==> config.mk <==
export PLATFORM = sky130hd
export DESIGN_NAME = fastserial_ctrl
export DESIGN_NICKNAME = d
export VERILOG_FILES = /design/src/rtl/fastserial_ctrl.sv
export SDC_FILE = /design/constraint.sdc
export NUM_CORES = 1
export LEC_CHECK = 0
export CORE_MARGIN = 1
export CORE_UTILIZATION = 51
export CTS_CLUSTER_DIAMETER = 40
export DETAILED_ROUTE_END_ITERATION = 16
export PLACE_DENSITY = 0.82
export SETUP_SLACK_MARGIN = 0.02
export SYNTH_ARGS = -nofsm -noshare
export SYNTH_HDL_FRONTEND = slang
export SYNTH_SLANG_ARGS = --single-unit
export TNS_END_PERCENT = 30
==> constraint.sdc <==
create_clock -name wb_clk -period 3.2 [get_ports wb_clk]
set_clock_uncertainty 0.1 [all_clocks]
set_input_delay 0.32 -clock wb_clk [delete_from_list [all_inputs] [get_ports wb_clk]]
set_output_delay 0.32 -clock wb_clk [all_outputs]
set_load 0.01 [all_outputs]
==> src/rtl/fastserial_ctrl.sv <==
// fastserial_ctrl: Wishbone slave for the FTDI fast opto-isolated serial link.
// Generates FSCLK, serializes TX FIFO bytes onto FSDI and deserializes FSDO frames into an RX FIFO.
//
// TX / RX state machines (same two-state encoding):
//   state | meaning
//   IDLE  | TX: waiting for a fall with data queued and cts_s high; RX: waiting for a 0 start sample
//   SHIFT | frame in flight; a down-counter holds the number of bits still to go

module fastserial_fifo #(
  parameter int DEPTH = 4
) (
  input  logic       wb_clk,
  input  logic       wb_rst_n,
  input  logic       push,
  input  logic       pop,
  input  logic [7:0] din,
  output logic [7:0] head,
  output logic       empty,
  output logic       full
);
  localparam int AW = $clog2(DEPTH);

  logic [7:0]    mem [DEPTH];
  logic [AW-1:0] wr_ptr;
  logic [AW-1:0] rd_ptr;
  logic [AW:0]   count;
  logic          do_push;
  logic          do_pop;

  assign empty   = (count == '0);
  assign full    = (count == (AW+1)'(DEPTH));
  assign do_push = push && !full;
  assign do_pop  = pop && !empty;
  assign head    = mem[rd_ptr];

  always_ff @(posedge wb_clk or negedge wb_rst_n) begin
    if (!wb_rst_n) begin
      wr_ptr <= '0;
      rd_ptr <= '0;
      count  <= '0;
    end else begin
      if (do_push) wr_ptr <= wr_ptr + AW'(1);
      if (do_pop)  rd_ptr <= rd_ptr + AW'(1);
      if (do_push && !do_pop)      count <= count + (AW+1)'(1);
      else if (do_pop && !do_push) count <= count - (AW+1)'(1);
    end
  end

  always_ff @(posedge wb_clk) begin
    if (do_push) mem[wr_ptr] <= din;
  end
endmodule

module fastserial_ctrl #(
  parameter int CLK_DIV    = 2,
  parameter int FIFO_DEPTH = 4
) (
  input  logic        wb_clk,
  input  logic        wb_rst_n,
  input  logic [3:0]  wb_adr_i,
  input  logic [31:0] wb_dat_i,
  input  logic [3:0]  wb_sel_i,
  input  logic        wb_we_i,
  input  logic        wb_cyc_i,
  input  logic        wb_stb_i,
  output logic [31:0] wb_dat_o,
  output logic        wb_ack_o,
  output logic        o_irq,
  input  logic        i_fsdo,
  input  logic        i_fscts,
  output logic        o_fsclk,
  output logic        o_fsdi
);
  localparam int CW = $clog2(CLK_DIV);

  typedef enum logic {IDLE, SHIFT} state_t;

  logic          ack_q, bus_rd, bus_wr;
  logic [1:0]    reg_sel;
  logic          en, chan, rxie, rxovr, txdrop;
  logic          cts_m, cts_s;
  logic [CW-1:0] div_cnt;
  logic          fsclk_q, tick, rise, fall;
  state_t        tx_state, tx_next, rx_state, rx_next;
  logic          tx_load, tx_done, fsdi_q, tx_busy;
  logic [8:0]    tx_sr;
  logic [3:0]    tx_left, rx_left;
  logic [7:0]    rx_sr;
  logic          rx_push;
  logic          tx_push, tx_empty, tx_full, rx_pop, rx_empty, rx_full;
  logic [7:0]    tx_head, rx_head;
  logic [31:0]   rdata;
  logic          unused_bits;

  assign unused_bits = ^{wb_sel_i, wb_adr_i[1:0], wb_dat_i[31:10]};

  assign reg_sel = wb_adr_i[3:2];
  assign bus_rd  = ack_q && !wb_we_i;
  assign bus_wr  = ack_q && wb_we_i;
  assign tx_push = bus_wr && (reg_sel == 2'd0);
  assign rx_pop  = bus_rd && (reg_sel == 2'd0);

  always_ff @(posedge wb_clk or negedge wb_rst_n) begin
    if (!wb_rst_n) begin
      ack_q  <= 1'b0;
      en     <= 1'b0;
      chan   <= 1'b0;
      rxie   <= 1'b0;
      rxovr  <= 1'b0;
      txdrop <= 1'b0;
      cts_m  <= 1'b0;
      cts_s  <= 1'b0;
    end else begin
      ack_q <= wb_cyc_i && wb_stb_i && !ack_q;
      cts_m <= i_fscts;
      cts_s <= cts_m;
      if (bus_wr && reg_sel == 2'd2) {rxie, chan, en} <= wb_dat_i[2:0];
      // a new overflow/drop in the same cycle as a clear wins, so no event is lost
      if (bus_wr && reg_sel == 2'd1 && wb_dat_i[8]) rxovr <= 1'b0;
      if (rx_push && rx_full) rxovr <= 1'b1;
      if (bus_wr && reg_sel == 2'd1 && wb_dat_i[9]) txdrop <= 1'b0;
      if (tx_push && tx_full) txdrop <= 1'b1;
    end
  end

  assign tick = en && (div_cnt == '0);
  assign rise = tick && !fsclk_q;
  assign fall = tick && fsclk_q;

  always_ff @(posedge wb_clk or negedge wb_rst_n) begin
    if (!wb_rst_n) begin
      div_cnt <= CW'(CLK_DIV - 1);
      fsclk_q <= 1'b0;
    end else if (!en) begin
      div_cnt <= CW'(CLK_DIV - 1);
      fsclk_q <= 1'b0;
    end else if (tick) begin
      div_cnt <= CW'(CLK_DIV - 1);
      fsclk_q <= !fsclk_q;
    end else begin
      div_cnt <= div_cnt - CW'(1);
    end
  end

  always_comb begin
    tx_next = tx_state;
    tx_load = 1'b0;
    tx_done = 1'b0;
    if (fall) begin
      if (tx_state == IDLE) begin
        if (!tx_empty && cts_s) begin
          tx_load = 1'b1;
          tx_next = SHIFT;
        end
      end else if (tx_left == '0) begin
        tx_done = 1'b1;
        tx_next = IDLE;
      end
    end
  end

  always_comb begin
    rx_next = rx_state;
    rx_push = 1'b0;
    if (rise) begin
      if (rx_state == IDLE) begin
        if (!i_fsdo) rx_next = SHIFT;
      end else if (rx_left == '0) begin
        rx_push = 1'b1;
        rx_next = IDLE;
      end
    end
  end

  always_ff @(posedge wb_clk or negedge wb_rst_n) begin
    if (!wb_rst_n) begin
      tx_state <= IDLE;
      rx_state <= IDLE;
    end else if (!en) begin
      tx_state <= IDLE;
      rx_state <= IDLE;
    end else begin
      tx_state <= tx_next;
      rx_state <= rx_next;
    end
  end

  // start bit goes out in the load cycle; tx_sr holds d0..d7 and chan still to send
  always_ff @(posedge wb_clk or negedge wb_rst_n) begin
    if (!wb_rst_n) begin
      fsdi_q  <= 1'b1;
      tx_sr   <= '0;
      tx_left <= '0;
    end else if (!en) begin
      fsdi_q  <= 1'b1;
      tx_left <= '0;
    end else if (tx_load) begin
      fsdi_q  <= 1'b0;
      tx_sr   <= {chan, tx_head};
      tx_left <= 4'd9;
    end else if (fall && tx_state == SHIFT) begin
      if (tx_done) begin
        fsdi_q <= 1'b1;
      end else begin
        fsdi_q  <= tx_sr[0];
        tx_sr   <= {1'b0, tx_sr[8:1]};
        tx_left <= tx_left - 4'd1;
      end
    end
  end

  always_ff @(posedge wb_clk or negedge wb_rst_n) begin
    if (!wb_rst_n) begin
      rx_sr   <= '0;
      rx_left <= '0;
    end else if (!en) begin
      rx_left <= '0;
    end else if (rise) begin
      if (rx_state == IDLE) begin
        rx_left <= 4'd8;
      end else if (rx_left != '0) begin
        rx_sr   <= {i_fsdo, rx_sr[7:1]};
        rx_left <= rx_left - 4'd1;
      end
    end
  end

  fastserial_fifo #(.DEPTH(FIFO_DEPTH)) u_tx_fifo (
    .wb_clk   (wb_clk),
    .wb_rst_n (wb_rst_n),
    .push     (tx_push),
    .pop      (tx_load),
    .din      (wb_dat_i[7:0]),
    .head     (tx_head),
    .empty    (tx_empty),
    .full     (tx_full)
  );

  fastserial_fifo #(.DEPTH(FIFO_DEPTH)) u_rx_fifo (
    .wb_clk   (wb_clk),
    .wb_rst_n (wb_rst_n),
    .push     (rx_push),
    .pop      (rx_pop),
    .din      (rx_sr),
    .head     (rx_head),
    .empty    (rx_empty),
    .full     (rx_full)
  );

  assign tx_busy = (tx_state == SHIFT);

  always_comb begin
    rdata = '0;
    case (reg_sel)
      2'd0:    rdata = rx_empty ? 32'd0 : {23'd0, 1'b1, rx_head};
      2'd1:    rdata = {22'd0, txdrop, rxovr, 2'd0, tx_busy, cts_s,
                        rx_full, rx_empty, tx_empty, tx_full};
      2'd2:    rdata = {29'd0, rxie, chan, en};
      default: rdata = '0;
    endcase
  end

  assign wb_dat_o = ack_q ? rdata : '0;
  assign wb_ack_o = ack_q;
  assign o_irq    = rxie && !rx_empty;
  // gate combinationally so disabling the link idles the pins in the same cycle en drops
  assign o_fsclk  = en && fsclk_q;
  assign o_fsdi   = !en || fsdi_q;
endmodule

Yosys cells after proc, flatten, opt, wreduce, memory -nomap -nowiden
Memory sizes are Yosys's and may differ from the RTL's.
Cells that the tools add are included.
{ "totals": {"register_bits": 52, "ramBits": 64, "output_inout_bits": 36, "wordCells": 155, "memories": 2} }
{ "op_classes": {"add_sub_neg": 11, "eq_ne": 11, "muxes": 52, "bitwise": 1, "n_reduce_logical": 55} }
{ "memory_table": {"columns": ["memory", "depth", "word_bits", "read_ports", "rd_clocked_by_memory_dff", "write_ports", "line", "source"], "rows": [
  ["u_rx_fifo.mem", 4, 8, 1, 0, 1, "23", "logic [7:0] mem [DEPTH];"],
  ["u_tx_fifo.mem", 4, 8, 1, 0, 1, "23", null]
]} }
{ "ops": {"columns": ["operator", "n"], "rows": [
  ["two-way mux 9 bit", 4],
  ["two-way mux 1 bit", 34],
  ["two-way mux 32 bit", 1],
  ["two-way mux 4 bit", 8],
  ["one-hot mux 10 bit (3 select lines)", 1],
  ["logical AND 1 bit", 27],
  ["logical NOT 1 bit", 12],
  ["two-way mux 3 bit", 4],
  ["nonzero test 2 bit", 5],
  ["adder 2 x 1 -> 2 bit, second input constant", 4],
  ["logical NOT 4 bit", 2],
  ["!= test 2 x 1 -> 1 bit, second input constant", 4],
  ["subtractor 4 x 1 -> 4 bit, second input constant", 2],
  ["adder 3 x 1 -> 3 bit, second input constant", 2],
  ["equality test 3 bit, second input constant", 2],
  ["logical NOT 3 bit", 2],
  ["!= test 3 x 2 -> 1 bit, second input constant", 2],
  ["subtractor 3 x 1 -> 3 bit, second input constant", 2],
  ["AND reduction 2 bit", 2],
  ["AND reduction 4 bit", 1],
  ["nonzero test 4 bit", 1],
  ["!= test 3 x 1 -> 1 bit, second input constant", 1],
  ["AND reduction 3 bit", 1],
  ["equality test 2 x 1 -> 1 bit, second input constant", 1],
  ["5 further kinds", 5]
]} }

Logic depth before layout (Yosys ltp)
{ "depth": {"depth_word": 10, "depth_mapped": 11} }

Cells and area by module
Synthesis repeated with hierarchy kept, for this count alone.
{ "unflattened": {"cells_unflattened": 372, "area_unflattened_um2": 5301.3} }
{ "modules_own_cells": {"columns": ["mod", "instances", "cells_per_inst", "area_per_inst_um2", "seq_area_each_um2"], "rows": [
  ["fastserial_fifo", 2, 78, 1575.3, 1136.1],
  ["fastserial_ctrl", 1, 216, 2150.8, 953.4]
]} }

Worst setup path before layout
OpenSTA, ideal clock, no wires.
{ "synth_timing": {"kind": "flip-flop to flip-flop", "startpoint": "reg u_tx_fifo.count[0]", "endpoint": "reg u_tx_fifo.count[2]", "setup_ps": 79, "arrival_ps": 2181, "slack_ps": 840, "path_stages_with_launch": 11, "n_path_buf": 2, "period_less_slack_ps": 2360, "cell_sequence": "dfrtp_1 o31ai_2 or3_1 buf_2 buf_6 ha_1 inv_1 fa_1 xor2_1 nor2_1 xor2_1"} }
{ "synth_between": {"elab_chain_len": 10} }
{ "synth_lines": {"columns": ["element", "line", "source"], "rows": [
  ["start, declared", "26", "logic [AW:0] count;"],
  ["start signal, assigned", "44", "if (do_push && !do_pop) count <= count + (AW+1)'(1);"],
  ["start signal, assigned", "45", "else if (do_pop && !do_push) count <= count - (AW+1)'(1);"],
  ["logical NOT 3 bit", "30", "assign empty = (count == '0);"],
  ["logical NOT 1 bit", "33, 151", null],
  ["logical AND 1 bit", "151", "if (!tx_empty && cts_s) begin"],
  ["two-way mux 1 bit", "151", null],
  ["two-way mux 1 bit", "150", "if (tx_state == IDLE) begin"],
  ["two-way mux 1 bit", "149", "if (fall) begin"],
  ["logical AND 1 bit", "33", "assign do_pop = pop && !empty;"],
  ["logical NOT 1 bit", "44", null],
  ["logical AND 1 bit", "44", null],
  ["two-way mux 3 bit / nonzero test 2 bit (equally long branches)", null, null]
]} }
Parallel ways exist; a longest one is shown, timed or not. The select of a mux whose other input is x is not followed.
A chain may end at the register's enable or synchronous reset.

Worst setup path in the final report
{ "layout_timing": {"startpoint": "reg u_rx_fifo.rd_ptr[0]", "endpoint": "out wb_dat_o[5]"} }
{ "layout_between": {"elab_chain_len": 4} }
{ "layout_lines": {"columns": ["element", "line", "source"], "rows": [
  ["start, declared", "25", "logic [AW-1:0] rd_ptr;"],
  ["start signal, assigned", "43", "if (do_pop) rd_ptr <= rd_ptr + AW'(1);"],
  ["memory (4 x 8 bit)", null, null],
  ["two-way mux 9 bit", "255", "2'd0: rdata = rx_empty ? 32'd0 : {23'd0, 1'b1, rx_head};"],
  ["one-hot mux 10 bit (3 select lines)", "254", "case (reg_sel)"],
  ["two-way mux 32 bit", "263", "assign wb_dat_o = ack_q ? rdata : '0;"],
  ["end, declared", "66", "output logic [31:0] wb_dat_o,"]
]} }
Every way passes these cells.

==> flow_summary.json <==
{
  "yosysTopAreaCell": "edfxtp_1",
  "cts_buffers": 17,
  "initial_core_util": 0.5316,
  "synth_warnings": 0,
  "ys_ff_latch": 116,
  "cp-end-kind": "primary output",
  "p_per_area_mw_per_mm2": 726.6,
  "fin_crit_sh": 0.9489,
  "synth_edf_count": 64,
  "slowest_delay_ns": 0.52,
  "p_leak_nw": 2.485,
  "clkSlewWorstSetupHoldPaths_ns": 0.06,
  "most-common-layout-cells": "edfxtp_1 (64), dfrtp_1 (50), clkdlybuf4s50_1 (31), nor2_1 (30), conb_1 (22)",
  "dpl.hpwl_mm": 6.462,
  "die_height_um": 103.6,
  "wirelength_mm": 9.840,
  "ys.flop_type": "edfxtp_1",
  "ff2ff_path_depth": 11,
  "viasPerCell": 5.407,
  "synth_cell_types": 58,
  "cts_setup_buffers": 0,
  "fin_setup_tns_ns": 0,
  "cpMaxStageDelayCell": "dfrtp_1",
  "drc": 0,
  "worst-setup-path-type": "flip-flop to primary output",
  "yosys-top-cells-area": "edfxtp_1 (36%), dfrtp_1 (24%), mux4_2 (6.8%), buf_4 (3.4%), ha_1 (3.1%)",
  "grt_use_total": 0.1998,
  "grt_pass1_vias": 3179,
  "core_region_area_mm2": 0.009910,
  "hold_viol": 0,
  "worstMarginPinSlew_ns": 0.8819,
  "cts_resized": 0,
  "worst-endpoint-required_ns": 2.78,
  "synthCells": 373,
  "die_w_um": 103.6,
  "grt-ovfl-total": 0,
  "first_pass_iters": 4,
  "syn_area_mm2": 0.005268,
  "peakVddDrop_uv": 418.8,
  "min_period_ns": 3.036,
  "setup_viol": 0,
  "antenna_found_initial": 0,
  "crit_path_cell_trace": "buf_4, mux4_2, a22oi_1, nor2_1, clkdlybuf4s50_1",
  "num_vias": 3044,
  "min_path_cells": 1,
  "final_common_cell": "edfxtp_1",
  "cp_num_cells": 5,
  "nNetsFinal": 479,
  "fillers": 691,
  "finalMaxSlewViolations": 0,
  "dieArea_mm2": 0.01074,
  "io_pins": 83,
  "seqCellArea_mm2": 0.003226,
  "postCtsHoldBufs": 1,
  "maxSlewHeadroom": 0.4121,
  "cts_sinks": 116,
  "cts_tree": "yes",
  "cap_violations": 0,
  "crit_path_max_fanout": 6,
  "async_flop_share": 0.4483,
  "drtAntennaViolNets": 0,
  "port-buffer-count": 32,
  "fmax_ghz": 0.3293,
  "drive_gt1_frac": 0.1977,
  "yosysTopAreaCellShare": 0.3648,
  "gp_congestion": 0.8323,
  "rsz0062_at_grt": "no",
  "ctsHtreeMaxLevel": 4,
  "drtIter0Drc": 210,
  "crit_buf_inv": 2,
  "avgSynthCellArea_um2": 14.12,
  "worstPathArrival_ns": 2.62,
  "run_status": "finished, final reports clean",
  "cts-root-buf": "clkbuf_8",
  "wl_per_cell_um": 17.48,
  "num_antenna_cells": 0,
  "insertion_delay_ns": 0.52,
  "hp-class": "input port to flip-flop",
  "grt_pass1_wl_mm": 15.98,
  "area_growth_pct": 19.03,
  "finalPower_mw": 4.556,
  "rows": 36,
  "final_core_utilization": 0.6327,
  "grt_max_degree": 39,
  "cts.path.max_buffers": 2,
  "multi_input_area_mm2": 0.001808,
  "crit_family": "buffers and inverters",
  "startpoint_type": "flip-flop",
  "ys_seq_area_frac": 0.6124
}
-- through the flow --
stage	hold slack (ns)	std cells	worst slack, ns	area [um^2]
6_report	0.1553	563	0.1637	6270
5_1_grt	0.1718	563	0.03769	6270
4_1_cts	0.1382	563	0.1075	6270
3_5_place_dp	0.2403	530	0.3046	5639
3_3_place_gp	0.2426	530	0.3828	5639
2_1_floorplan	-0.07559	394	0.8398	5346
-- worst reg2reg max path, cell delays in order (launching register included) --
cell and delay [ns]:
dfrtp_1 0.37, inv_1 0.12, ha_1 0.17, nor3b_1 0.29
nand3_2 0.21, nor2_4 0.20, ha_1 0.23, inv_1 0.07
fa_1 0.38, xor2_1 0.17, nor2_1 0.12, xor2_1 0.15
-- layout make-up --
class	instances	area share
Clock buffer	17	0.06605
Clock inverter	15	0.03293
Inverter	17	0.01018
Multi-Input combinational cell	224	0.2884
Sequential cell	116	0.5145
Tap cell	133	0.02654
Timing Repair Buffer	41	0.06146
-- cells in the mapped netlist, types with 3 or more instances --
cell       n
dfrtp_1   50
and2_1    10
clkbuf_1   6
o31ai_1    3
a21oi_1    8
inv_1     17
nand3_1    3
mux4_2    16
nor2b_1    3
nand2b_1   4
o22ai_1    9
o21ai_0    8
xor2_1     7
ha_1      13
and3_1     5
buf_2      3
mux2_2    14
nand2_1   17
buf_4     24
a22oi_1    3
nor3_1     4
edfxtp_1  64
nor3b_1    3
nor2_1    30
xnor2_1    6
-- flip-flops by register name (all words and copies together), names as in the netlist, 2 cells and up --
name and cells:
u_rx_fifo.mem 32, rx_left 4, u_tx_fifo.wr_ptr 2, tx_left 4, u_tx_fifo.mem 32, u_tx_fifo.rd_ptr 2, u_rx_fifo.rd_ptr 2, u_rx_fifo.wr_ptr 2
rx_sr 8, u_rx_fifo.count 3, u_tx_fifo.count 3, tx_sr 9
-- final timing paths --
check / slack [ns] / startpoint / end
hold reg to reg: 0.26 / cts_m / cts_s
hold / removal: 0.16 / i_fscts / cts_m
max in group asynchronous: 1.90 / wb_rst_n / u_rx_fifo.wr_ptr[0]
setup / recovery: 0.16 / u_rx_fifo.rd_ptr[0] / wb_dat_o[5]
setup reg to reg: 0.55 / rx_left[0] / u_rx_fifo.count[2]
min in group asynchronous: 0.37 / wb_rst_n / rx_sr[3]
-- where the power goes --
part | switching (mW) | leakage (nW) | internal (mW)
registers | 0.164 | 1.24 | 1.71
clock network | 0.678 | 0.299 | 1.27
logic | 0.369 | 0.949 | 0.369
-- metal layers --
metal,vias to the layer above,GRT usage,share of wire
met1,1527,0.2525,0.42
met3,10,0.05349,0.063
met2,113,0.3226,0.51
met4,0,0.09213,0.013
li1,1394,-,-
met5,-,0,0
-- cells by family after synthesis --
logic type / synth area share
multiplexers: 0.1043
AND/OR/NAND/NOR: 0.1062
flip-flops: 0.6124
XOR/XNOR: 0.02470
AO/OA/AOI/OAI: 0.05392
other: 0.0007119
adder cells (fa/ha/maj): 0.03848
buffers and inverters: 0.05938
No activity file was read; power rests on OpenSTA's default activity.
